==> src/rtl/usb_rx_pkg.sv <==
// usb_rx_pkg: shared types and constants for the USB full-speed RX control path.
// Holds the controller state encoding and default packet framing constants.
package usb_rx_pkg;

    typedef enum logic [3:0] {
        S_IDLE,
        S_SYNC_WAIT,
        S_SYNC_CHK,
        S_RCV,
        S_WRITE,
        S_EOP_WAIT,
        S_DONE,
        S_ERR_WAIT,
        S_ERR_EOP
    } rx_state_t;

    localparam logic [7:0] SYNC_BYTE_DEF     = 8'h80;
    localparam int         MAX_PKT_BYTES_DEF = 64;
    localparam int         BIT_CNT_W         = 3;
    localparam int         CNT_W             = 4;

endpackage

==> src/rtl/flex_counter.sv <==
// flex_counter: counts 0..rollover_val-1 on count_enable and wraps to 0.
// rollover_flag marks the enabled cycle in which the wrap happens.
module flex_counter #(
    parameter int NUM_CNT_BITS = 4
) (
    input  logic                    clk,
    input  logic                    n_rst,
    input  logic                    clear,
    input  logic                    count_enable,
    input  logic [NUM_CNT_BITS-1:0] rollover_val,
    output logic [NUM_CNT_BITS-1:0] count_out,
    output logic                    rollover_flag
);

    logic [NUM_CNT_BITS-1:0] count_q;
    logic [NUM_CNT_BITS-1:0] count_d;

    assign rollover_flag = count_enable & ~clear
                         & (count_q == (rollover_val - NUM_CNT_BITS'(1)));
    assign count_out     = count_q;

    // next count: clear wins, then wrap or increment
    always_comb begin
        count_d = count_q;
        if (clear) begin
            count_d = '0;
        end else if (count_enable) begin
            count_d = rollover_flag ? '0 : count_q + NUM_CNT_BITS'(1);
        end
    end

    // count register
    always_ff @(posedge clk or negedge n_rst) begin
        if (!n_rst) begin
            count_q <= '0;
        end else begin
            count_q <= count_d;
        end
    end

endmodule

==> src/rtl/usb_rx_ctrl.sv <==
// usb_rx_ctrl: frames RX shift-register bytes, checks SYNC and EOP alignment,
// and strobes completed data bytes into the RX FIFO.
module usb_rx_ctrl
    import usb_rx_pkg::*;
#(
    parameter logic [7:0] SYNC_BYTE     = SYNC_BYTE_DEF,
    parameter int         MAX_PKT_BYTES = MAX_PKT_BYTES_DEF
) (
    input  logic       clk,
    input  logic       n_rst,
    input  logic       d_edge,
    input  logic       eop,
    input  logic       shift_enable,
    input  logic [7:0] rx_data,
    input  logic       fifo_full,
    output logic       rcving,
    output logic       w_enable,
    output logic       r_error,
    output logic       packet_done,
    output logic [6:0] byte_count
);

    localparam logic [6:0]       MAX_BC  = 7'(MAX_PKT_BYTES);
    localparam logic [CNT_W-1:0] BIT_ROLL = CNT_W'(1 << BIT_CNT_W);

    rx_state_t        state_q, state_d;
    logic             rcving_q, rcving_d;
    logic             w_enable_q, w_enable_d;
    logic             r_error_q, r_error_d;
    logic             packet_done_q, packet_done_d;
    logic [6:0]       byte_count_q, byte_count_d;

    logic [CNT_W-1:0] bit_cnt;
    logic             byte_complete;
    logic             cnt_clear;
    logic             cnt_en;
    logic             counting;

    // bits are only counted while framing; eop discards any in-flight bit
    assign counting  = (state_q == S_SYNC_WAIT) | (state_q == S_SYNC_CHK)
                     | (state_q == S_RCV) | (state_q == S_WRITE);
    assign cnt_en    = shift_enable & ~eop & counting;
    assign cnt_clear = ((state_q == S_IDLE) & d_edge)
                     | ((state_q != S_IDLE) & eop);

    flex_counter #(
        .NUM_CNT_BITS (CNT_W)
    ) u_bit_cnt (
        .clk           (clk),
        .n_rst         (n_rst),
        .clear         (cnt_clear),
        .count_enable  (cnt_en),
        .rollover_val  (BIT_ROLL),
        .count_out     (bit_cnt),
        .rollover_flag (byte_complete)
    );

    // next-state and registered-output decode
    always_comb begin
        state_d       = state_q;
        rcving_d      = rcving_q;
        w_enable_d    = 1'b0;
        r_error_d     = r_error_q;
        packet_done_d = 1'b0;
        byte_count_d  = byte_count_q;
        unique case (state_q)
            S_IDLE: begin
                if (d_edge) begin
                    state_d      = S_SYNC_WAIT;
                    byte_count_d = '0;
                    r_error_d    = 1'b0;
                    rcving_d     = 1'b1;
                end
            end
            S_SYNC_WAIT: begin
                if (eop) begin
                    state_d   = S_ERR_EOP;
                    r_error_d = 1'b1;
                end else if (byte_complete) begin
                    state_d = S_SYNC_CHK;
                end
            end
            S_SYNC_CHK: begin
                if (rx_data == SYNC_BYTE) begin
                    state_d = S_RCV;
                end else begin
                    state_d   = S_ERR_WAIT;
                    r_error_d = 1'b1;
                end
            end
            S_RCV: begin
                if (eop) begin
                    if (bit_cnt == '0) begin
                        state_d = S_EOP_WAIT;
                    end else begin
                        state_d   = S_ERR_EOP;
                        r_error_d = 1'b1;
                    end
                end else if (byte_complete) begin
                    // write decision is registered so w_enable has no input path
                    state_d    = S_WRITE;
                    w_enable_d = ~fifo_full & (byte_count_q != MAX_BC);
                end
            end
            S_WRITE: begin
                if (w_enable_q) begin
                    state_d      = S_RCV;
                    byte_count_d = byte_count_q + 7'd1;
                end else begin
                    state_d   = S_ERR_WAIT;
                    r_error_d = 1'b1;
                end
            end
            S_EOP_WAIT: begin
                if (!eop) begin
                    state_d       = S_DONE;
                    packet_done_d = 1'b1;
                end
            end
            S_DONE: begin
                state_d  = S_IDLE;
                rcving_d = 1'b0;
            end
            S_ERR_WAIT: begin
                if (eop) begin
                    state_d   = S_ERR_EOP;
                    r_error_d = 1'b1;
                end
            end
            S_ERR_EOP: begin
                r_error_d = 1'b1;
                if (!eop) begin
                    state_d  = S_IDLE;
                    rcving_d = 1'b0;
                end
            end
            default: begin
                state_d  = S_IDLE;
                rcving_d = 1'b0;
            end
        endcase
    end

    // state and output registers
    always_ff @(posedge clk or negedge n_rst) begin
        if (!n_rst) begin
            state_q       <= S_IDLE;
            rcving_q      <= 1'b0;
            w_enable_q    <= 1'b0;
            r_error_q     <= 1'b0;
            packet_done_q <= 1'b0;
            byte_count_q  <= '0;
        end else begin
            state_q       <= state_d;
            rcving_q      <= rcving_d;
            w_enable_q    <= w_enable_d;
            r_error_q     <= r_error_d;
            packet_done_q <= packet_done_d;
            byte_count_q  <= byte_count_d;
        end
    end

    assign rcving      = rcving_q;
    assign w_enable    = w_enable_q;
    assign r_error     = r_error_q;
    assign packet_done = packet_done_q;
    assign byte_count  = byte_count_q;

endmodule

==> config.mk <==
export PLATFORM = sky130hd
export DESIGN_NAME = usb_rx_ctrl
export DESIGN_NICKNAME = d
export VERILOG_FILES = /design/src/rtl/usb_rx_pkg.sv /design/src/rtl/flex_counter.sv /design/src/rtl/usb_rx_ctrl.sv
export SDC_FILE = /design/constraint.sdc
export NUM_CORES = 1
export LEC_CHECK = 0
export ABC_AREA = 1
export CAP_MARGIN = 20
export CORE_MARGIN = 2
export CORE_UTILIZATION = 45
export DETAILED_ROUTE_END_ITERATION = 16
export GPL_TIMING_DRIVEN = 0
export HOLD_SLACK_MARGIN = 0.1
export PLACE_DENSITY_LB_ADDON = 0.15
export SETUP_SLACK_MARGIN = 0.02
export SYNTH_ARGS = -nofsm -noshare
export SYNTH_HDL_FRONTEND = slang
export SYNTH_HIERARCHICAL = 1
export SYNTH_SLANG_ARGS = --single-unit
==> constraint.sdc <==
create_clock -name clk -period 2.21 [get_ports clk]
set_input_delay 0.3315 -clock clk [delete_from_list [all_inputs] [get_ports clk]]
set_output_delay 0.3315 -clock clk [all_outputs]
set_load 0.05 [all_outputs]
Yosys cells after proc, flatten, opt, wreduce, memory -nomap -nowiden

Cells that the tools add are included.

Register bits: 19
Input port bits: 14
Logic and storage cells: 91

Reduce and logical (&&, ||, !) cells: 12
Multiplexer cells: 33
Equality and inequality tests: 22
Add/sub/neg operators: 2
Bitwise gates (word level): 15

Operators by type and width:

| kind                                           | count |
|---|---|
| 2-to-1 mux 4 bit                               | 12 |
| one-hot mux 4 bit (8 select lines)             | 1 |
| != test 2 bit (second input constant)          | 9 |
| == test 4 x 3 -> 1 bit (second input constant) | 4 |
| 2-to-1 mux 7 bit                               | 2 |
| one-hot mux 7 bit (2 select lines)             | 1 |
| 2-to-1 mux 1 bit                               | 13 |
| == test 4 x 2 -> 1 bit (second input constant) | 2 |
| == test 8 bit (second input constant)          | 1 |
| logical NOT 4 bit                              | 2 |
| adder 7 x 1 -> 7 bit (second input constant)   | 1 |
| AND 1 bit                                      | 7 |
| != test 7 bit (second input constant)          | 1 |
| AND reduction 7 bit                            | 1 |
| 2-to-1 mux 3 bit                               | 2 |
| != test 3 x 2 -> 1 bit (second input constant) | 2 |
| one-hot mux 1 bit (6 select lines)             | 1 |
| AND reduction 3 bit                            | 2 |
| AND reduction 6 bit                            | 1 |
| nonzero test 6 bit                             | 1 |
| OR reduction 6 bit                             | 1 |
| adder 4 x 1 -> 4 bit (second input constant)   | 1 |
| == test 4 x 1 -> 1 bit (second input constant) | 1 |
| == test 4 bit (second input constant)          | 1 |
| 7 further kinds                                | 14 |

Logic depth before layout (Yosys ltp)

Gate-level depths: netlist of the first run.

Depth after elaboration: 10
Depth in mapped cells: 16
Gate-level depth less buffers: 16

By module

Netlist of the first run, hierarchy kept.

Modules (own cells, without submodules):

| module       | area each (um^2) | instances | cells an instance |
|---|---|---|---|
| usb_rx_ctrl  | 1139.8           | 1         | 165 |
| flex_counter | 350.3            | 1         | 57 |

Worst setup path after synthesis of the first run

OpenSTA, ideal clock, no wires.

Kind: register -> register
Start: reg state_q[3]
End: reg state_q[2]
Required time: 2090 ps
Arrival: 1700 ps
Setup time: 120 ps
Clock period less this slack: 1821 ps
Buffers on the path: 0
Path slack: 389 ps
Stages on the path, launching flop included: 13
Cells stage by stage: dfrtp_1 > nor2_4 > nand3b_4 > inv_1 > a21oi_1 > inv_1 > nand2_1 > nor2_1 > inv_1 > nand4_1 > nand3_2 > o21ai_0 > nand2_1

Elaborated cells between the ends (all ways): 27
Those cells by class: 13 x eq/ne; 1 x mux; 10 x bitwise; 3 x reduce/logical

RTL lines:

| element                                                        | RTL line                             | text |
|---|---|---|
| start, declared                                                | usb_rx_ctrl.sv:26                    | `rx_state_t state_q, state_d;` |
| start signal, assigned                                         | usb_rx_ctrl.sv:154                   | `state_q <= state_d;` |
| logical NOT 4 bit / nonzero test 4 bit (equally long branches) | usb_rx_ctrl.sv:43, usb_rx_ctrl.sv:44 |  |
| AND 1 bit (on tied branches)                                   | usb_rx_ctrl.sv:43, usb_rx_ctrl.sv:44 |  |
| OR 1 bit *                                                     | usb_rx_ctrl.sv:44                    | `\| ((state_q != S_IDLE) & eop);` |
| named net cnt_clear                                            | usb_rx_ctrl.sv:35                    | `logic cnt_clear;` |
| inverter 1 bit *                                               | flex_counter.sv:18                   | `assign rollover_flag = count_enable & ~clear` |
| AND 1 bit *                                                    | flex_counter.sv:18                   |  |
| AND 1 bit *                                                    | flex_counter.sv:19                   | `& (count_q == (rollover_val - NUM_CNT_BITS'(1)));` |
| named net byte_complete                                        | usb_rx_ctrl.sv:34                    | `logic byte_complete;` |
| != test 3 x 2 -> 1 bit (no line)                               | -                                    |  |
| AND reduction 6 bit (no line) *                                | -                                    |  |

Mark *: on every way through the listed nets, which the timed path passes. The rest lies on a longest branch.
A chain may end at the register's enable or synchronous reset.

Worst setup path after layout of the first run

Same ends and word-level chain as after synthesis.

==> results.py, run 1 <==
metrics = {
    "run_status": {
        "status": "complete, no violations",
    },
    "sta": {
        "slew_headroom": 0.436,
        "worstMarginPinSlew_ns": 0.843,
        "finalHoldViolations": 0,
        "fmax_mhz": 494,
        "layout_setup_ws_ns": 0.185,
        "setup_viol": 0,
        "hold_slack_ns": 0.487,
        "final-max-slew-violation-count": 0,
        "rsz0062_at_grt": "no",
        "fin_skew_ns": 0.00185,
        "final.period_utilization": 0.916,
        "min_period_ns": 2.02,
    },
    "setup_path": {
        "required_ns": 2.43,
        "slowest_stage": "dfrtp_2",
        "slowest_delay_ns": 0.49,
        "crit_type": "reg2reg",
        "cpMostUsedCell": "inv_1",
        "crit_fanout": 8,
        "worstReg2RegStart": "state_q[3]$_DFFE_PN0P_",
        "r2r_setup_slack_ns": 0.19,
        "path_cells": "nor2_4, nand3b_4, inv_1, a21oi_1, inv_1, nand2_2, nor2_1, inv_1, nand4_1, nand3_2, o21ai_0, nand2_1",
        "r2r-end": "state_q[2]$_DFFE_PN0P_",
        "endpoint_kind": "flop",
        "worst-path-buf-inv": 3,
        "cp_top_family": "simple AND/OR/NAND/NOR gates",
        "start_kind": "flop",
        "crit_arrival_ns": 2.24,
        "r2r_cells": 12,
    },
    "layout": {
        "antenna_cells": 0,
        "drive_above_1_share": 0.130,
        "final_common_cell": "nand2_1",
        "final_cell_mix": "nand2_1 (67), inv_1 (27), nand3_1 (27)",
        "post-route-util": 0.611,
        "design_area_um2": 1900,
        "syn_to_final_growth_pct": 27.3,
        "fin_nets": 281,
    },
    "routing": {
        "ant_nets": 0,
        "dr.pass1.iters": 4,
        "vias": 1451,
        "wl_mm": 3.31,
        "drc_errors": 0,
        "vias_per_cell": 4.74,
        "wl_per_cell_um": 10.8,
        "drt-initial-drc-count": 59,
    },
    "clock_network": {
        "clock_path_buffers": 2,
        "cts_tree": "built",
        "cts_hold_buf": 0,
        "clkSlewWorstSetupHoldPaths_ns": 0.12,
        "clock_sinks": 19,
        "cts_buffers": 3,
        "cts_root_buf": "clkbuf_4",
        "clock_latency_ns": 0.31,
        "h-tree-depth": 1,
    },
    "pwr": {
        "seqPwrFrac": 0.286,
        "p_leak_nw": 0.960,
        "p_total_mw": 1.81,
        "p_int_uw": 903,
        "switchingPower_uw": 902,
        "powerDensity_nw_per_um2": 952,
        "pwr-share-clk": 0.105,
        "power_frac_comb": 0.609,
        "swShare": 0.500,
        "peakVddDrop_v": 0.000619,
    },
    "synthesis": {
        "syn_area_um2": 1490,
        "yosysTopAreaCell": "dfrtp_1",
        "synthTopCellsByArea": "dfrtp_1 (32%), nand2_1 (17%), nand3_1 (9.1%)",
        "ys_seq_area_frac": 0.319,
        "yosysWarnings": 6,
        "synthCells": 222,
        "synthDominantCellAreaShare": 0.319,
        "synth.distinct_cells": 28,
        "postSynthAreaPerCell_um2": 6.71,
        "ys_ff_latch": 19,
    },
    "die": {
        "die_x_um": 61.5,
        "coreArea_um2": 3100,
        "initial_core_util": 0.480,
        "num_io_pins": 25,
        "fp.dieH_um": 61.5,
        "die-area_um2": 3790,
        "fp-row-count": 20,
    },
    "placed_design": {
        "post-place-ws_ns": 0.000739,
        "postPlaceCellArea_um2": 1800,
        "gp_congestion": 0.896,
        "port_buffers": 24,
        "dp_hpwl_mm": 2.42,
    },
    "global_route": {
        "grt_pass1_wl_mm": 5.25,
        "grt-ovfl-total": 0,
        "busiest_layer": "met2",
        "antenna_found_initial": 0,
        "grt_use_met2": 0.305,
        "use_met3": 0.0189,
        "use_met1": 0.252,
        "grt_usage": 0.188,
        "grt_pass1_vias": 1243,
        "grt_max_degree": 20,
    },
    "hold_path": {
        "hold_class": "in2async",
    },
    "job": {
        "max_cap_violations": 0,
    },
}
-- metrics by stage --
stage,std cells,TNS [ns]
after detailed placement,295,0
after CTS,299,0
final,306,0
after floorplan,227,0
after global routing,306,0
after global placement,295,-0.0892
-- per-layer routing --
layer / up-vias / wire [um]
li1: 781 / -
met1: 627 / 1590
met2: 38 / 1530
met3: 5 / 125
met4: 0 / 61
met5: - / 0
-- kinds of logic after synthesis --
| family | count (synthesis) | share of synthesized area |
|---|---|---|
| AO/OA/AOI/OAI | 22 | 0.0898 |
| XOR/XNOR | 5 | 0.0294 |
| adder cells (fa/ha/maj) | 4 | 0.0336 |
| buffers and inverters | 30 | 0.0756 |
| flip-flops | 19 | 0.319 |
| multiplexers | 1 | 0.00672 |
| other | 2 | 0.00504 |
| AND/OR/NAND/NOR | 139 | 0.441 |
-- what timing repair did --
action / 4_1_cts / 5_1_grt
resized for setup: 0 / 5
buffers inserted: 0 / 7
endpoints found under the setup margin: 0 / 4
-- flip-flops by register name (all words and copies together) (netlist names) --
name and flops:
byte_count 7, state_q 4, u_bit_cnt/count_out 4, packet_done 1, r_error 1, rcving 1, w_enable 1
-- worst max-delay path by stage --
stage                                start                     end  cells after the start
floorplan           state_q[3]$_DFFE_PN0P_  state_q[2]$_DFFE_PN0P_                     12
global placement                       eop  state_q[0]$_DFFE_PN0P_                     12
global route        state_q[2]$_DFFE_PN0P_  state_q[0]$_DFFE_PN0P_                     12
CTS                 state_q[3]$_DFFE_PN0P_  state_q[0]$_DFFE_PN0P_                     13
detailed placement                     eop  state_q[3]$_DFFE_PN0P_                     12
finish              state_q[3]$_DFFE_PN0P_  state_q[2]$_DFFE_PN0P_                     12
-- power by group through the flow --
| stage | clock (mW) | sequential [mW] | combinational [mW] |
|---|---|---|---|
| floorplan | 0 | 0.563 | 0.679 |
| global placement | 0 | 0.519 | 0.953 |
| detailed placement | 0 | 0.518 | 0.949 |
| CTS | 0.197 | 0.511 | 0.957 |
| global route | 0.216 | 0.525 | 1.21 |
| finish | 0.190 | 0.516 | 1.10 |
-- cell type report --
| cell class | instances | area (um^2) |
|---|---|---|
| fillers | 320 | 1210 |
| multi-input cells | 178 | 931 |
| flip-flops and latches | 19 | 478 |
| repair buffers | 31 | 293 |
| inverters | 30 | 113 |
| well taps | 44 | 55.1 |
| clock buffers | 3 | 22.5 |
| clock inverters | 1 | 5.00 |
-- synth_stat cells (all sizes together) --
cell / n
a21oi: 6
conb: 2
dfrtp: 19
ha: 4
inv: 30
mux2i: 1
nand2: 74
nand3: 28
nand3b: 2
nand4: 2
nor2: 32
nor4: 1
o211ai: 1
o21a: 2
o21ai: 11
o21bai: 1
o31ai: 1
xnor2: 1
xor2: 4
-- worst reg2reg max path, stage by stage (launching register included) --
cell and delay [ns]:
dfrtp_2 0.49, nor2_4 0.26, nand3b_4 0.16, inv_1 0.13
a21oi_1 0.07, inv_1 0.08, nand2_2 0.08, nor2_1 0.11
inv_1 0.09, nand4_1 0.11, nand3_2 0.12, o21ai_0 0.17
nand2_1 0.07
No activity file was read; power rests on OpenSTA's default activity.
==> inputs of run 2 (changes only) <==
--- a/config.mk
+++ b/config.mk
@@ -16,5 +16,4 @@
 export SETUP_SLACK_MARGIN = 0.02
 export SYNTH_ARGS = -nofsm -noshare
 export SYNTH_HDL_FRONTEND = slang
-export SYNTH_HIERARCHICAL = 1
 export SYNTH_SLANG_ARGS = --single-unit
==> run 2 against run 1 <==
The flow now finishes with violations (DRC). Combinational power decreased by 9.5%. Global-route usage increased by 1.4 points. Clock power is essentially flat. Sequential power fell by 4.3%. Count of clock-buffer cells in the layout stayed put. Hold slack got worse by 0.24 ns.
==> results.py, run 2 <==
metrics = {
    "hold_path": {
        "hold_start": "eop",
        "hold_class": "in2reg",
    },
    "setup_path": {
        "r2r_cells": 8,
        "r2r_setup_slack_ns": 0.75,
        "required_ns": 1.88,
        "start_kind": "flop",
        "worst-path-buf-inv": 1,
        "cp.depth": 1,
        "endpoint_kind": "primary output",
        "cp-endpoint": "w_enable",
        "slowest_delay_ns": 0.84,
        "startpoint": "w_enable$_DFF_PN0_",
        "crit_fanout": 5,
        "slowest_stage": "clkdlybuf4s50_1",
        "crit_arrival_ns": 1.64,
        "path_cells": "clkdlybuf4s50_1",
        "cp_top_family": "buffers and inverters",
        "worstReg2RegStart": "state_q[0]$_DFFE_PN0P_",
        "crit_type": "reg2out",
        "r2r-end": "r_error$_DFFE_PN0P_",
    },
    "synthesis": {
        "yosysTopAreaCell": "dfrtp_1",
        "synthDominantCellAreaShare": 0.353,
        "synth_edf_count": 0,
        "synthTopCellsByArea": "dfrtp_1 (35%), nand2_1 (13%), nand3_1 (8.9%)",
        "postSynthAreaPerCell_um2": 6.93,
        "synth_compound_area_frac": 0.0781,
        "syn_nets": 212,
        "ys.flop_type": "dfrtp_1",
        "synth_top_family_by_area": "simple AND/OR/NAND/NOR gates",
        "synth.most_common_cell": "nand2_1",
        "syn_area_um2": 1350,
        "ys_seq_area_frac": 0.353,
        "ys_ff_latch": 19,
        "yosysWarnings": 0,
        "synth_adder_area_share": 0.0372,
        "synthXorXnorAreaFrac": 0.00651,
        "yosys.area_share.simple": 0.441,
        "synthCells": 194,
        "synth.distinct_cells": 26,
        "ys_top_cells_by_count": "nand2_1 (45), inv_1 (26), nor2_1 (26), nand3_1 (24), dfrtp_1 (19)",
        "async_flop_share": 1.00,
        "synth_mux_area_frac": 0,
    },
    "sta": {
        "rsz0062_at_grt": "no",
        "setup-tns-final_ns": 0,
        "layout_setup_ws_ns": 0.242,
        "fin_skew_ns": 0.00548,
        "slew_headroom": 0.412,
        "min_period_ns": 1.97,
        "hold_slack_ns": 0.252,
        "fmax_mhz": 508,
        "finalHoldViolations": 0,
        "final-max-slew-violation-count": 0,
        "setup_viol": 0,
        "worstMarginPinSlew_ns": 0.879,
        "final.period_utilization": 0.890,
    },
    "routing": {
        "drc_errors": 3,
        "wl_mm": 3.01,
        "ant_nets": 0,
        "dr.pass1.iters": 10,
        "wl_per_cell_um": 12.0,
        "vias": 1344,
        "drt-initial-drc-count": 57,
        "vias_per_cell": 5.33,
    },
    "layout": {
        "design_area_um2": 1640,
        "regArea_um2": 475,
        "largest_register_ffs": 7,
        "final_common_cell": "nand2_1",
        "nFillCells": 264,
        "antenna_cells": 0,
        "syn_to_final_growth_pct": 22.0,
        "multi_input_area_um2": 757,
        "fin_nets": 240,
        "post-route-util": 0.585,
        "final_cell_mix": "nand2_1 (45), inv_1 (26), nor2_1 (26)",
        "drive_above_1_share": 0.118,
    },
    "pwr": {
        "p_leak_nw": 0.819,
        "peakVddDrop_v": 0.000477,
        "powerDensity_nw_per_um2": 1020,
    },
    "clock_network": {
        "clock_latency_ns": 0.31,
        "cts_resized": 0,
        "clock_path_buffers": 2,
        "h-tree-depth": 1,
        "cts_tree": "built",
        "clock_sinks": 19,
        "postCtsSetupBuffers": 0,
        "clkSlewWorstSetupHoldPaths_ns": 0.12,
        "cts_buffers": 3,
        "cts_root_buf": "clkbuf_4",
        "cts_hold_buf": 0,
    },
    "die": {
        "die_x_um": 58.7,
        "num_io_pins": 25,
        "die-area_um2": 3440,
        "coreArea_um2": 2810,
        "fp.dieH_um": 58.7,
        "initial_core_util": 0.479,
        "fp-row-count": 19,
    },
    "global_route": {
        "grt_pass1_vias": 1221,
        "grt_max_degree": 20,
        "antenna_found_initial": 0,
        "grt_pass1_wl_mm": 5.35,
        "grt-ovfl-total": 0,
        "grt_usage": 0.202,
    },
    "placed_design": {
        "post-place-ws_ns": 0.582,
        "port_buffers": 23,
        "gp_congestion": 0.875,
        "dp_hpwl_mm": 2.43,
        "postPlaceCellArea_um2": 1610,
    },
    "job": {
        "max_cap_violations": 0,
    },
    "run_status": {
        "violations": "DRC",
        "status": "complete, but fails checks",
    },
}
## run 2: worst min path at each step
stage                                            to  cells past startpoint  slack [ns]
after global routing          packet_done$_DFF_PN0_                      2        0.26
after global placement           rcving$_DFFE_PN0P_                      2        0.46
final                         packet_done$_DFF_PN0_                      2        0.25
after floorplan           byte_count[0]$_DFFE_PN0P_                      0        0.04
after detailed placement        r_error$_DFFE_PN0P_                      2        0.47
after CTS                     packet_done$_DFF_PN0_                      2        0.24
## run 2: routing by layer
layer	share of wire	track usage	wire length, um
met1	0.43	0.256	1280
met3	0.040	0.0264	122
met5	0	0	0
met4	0.014	0.0812	41
met2	0.52	0.347	1570
## run 2: logic make-up (layout without fill, tap and decap cells)
| kind of cell | after synthesis | count (layout) |
|---|---|---|
| compound gates | 19 | 19 |
| xor+xnor | 1 | 1 |
| fa+ha+maj | 4 | 4 |
| buf+inv | 29 | 56 |
| flops | 19 | 19 |
| simple gates | 122 | 122 |
## run 2: where the power goes
group	total [mW]	leakage (nW)	internal, mW	switching [mW]
clock	0.187	0.0177	0.0677	0.119
combinational	0.995	0.546	0.331	0.664
sequential	0.494	0.255	0.417	0.0771
## run 2: cell type report
type,instances,share of cell area
multi-input cells,146,0.461
flip-flops and latches,19,0.290
repair buffers,23,0.140
inverters,28,0.0640
well taps,31,0.0236
clock buffers,3,0.0137
plain buffers,1,0.00457
clock inverters,1,0.00305
## run 2: stage by stage
step                      cells  total power [mW]
after floorplan             194              1.26
after global placement      248              1.48
after detailed placement    248              1.49
after CTS                   252              1.68
after global routing        252              1.82
final                       252              1.68
==> inputs of run 3 (changes only) <==
--- a/config.mk
+++ b/config.mk
@@ -10,6 +10,7 @@
 export CORE_MARGIN = 2
 export CORE_UTILIZATION = 45
 export DETAILED_ROUTE_END_ITERATION = 16
+export GPL_ROUTABILITY_DRIVEN = 1
 export GPL_TIMING_DRIVEN = 0
 export HOLD_SLACK_MARGIN = 0.1
 export PLACE_DENSITY_LB_ADDON = 0.15
==> results of run 3 <==
Final layout, timing and power as in run 2 (identical DEF).
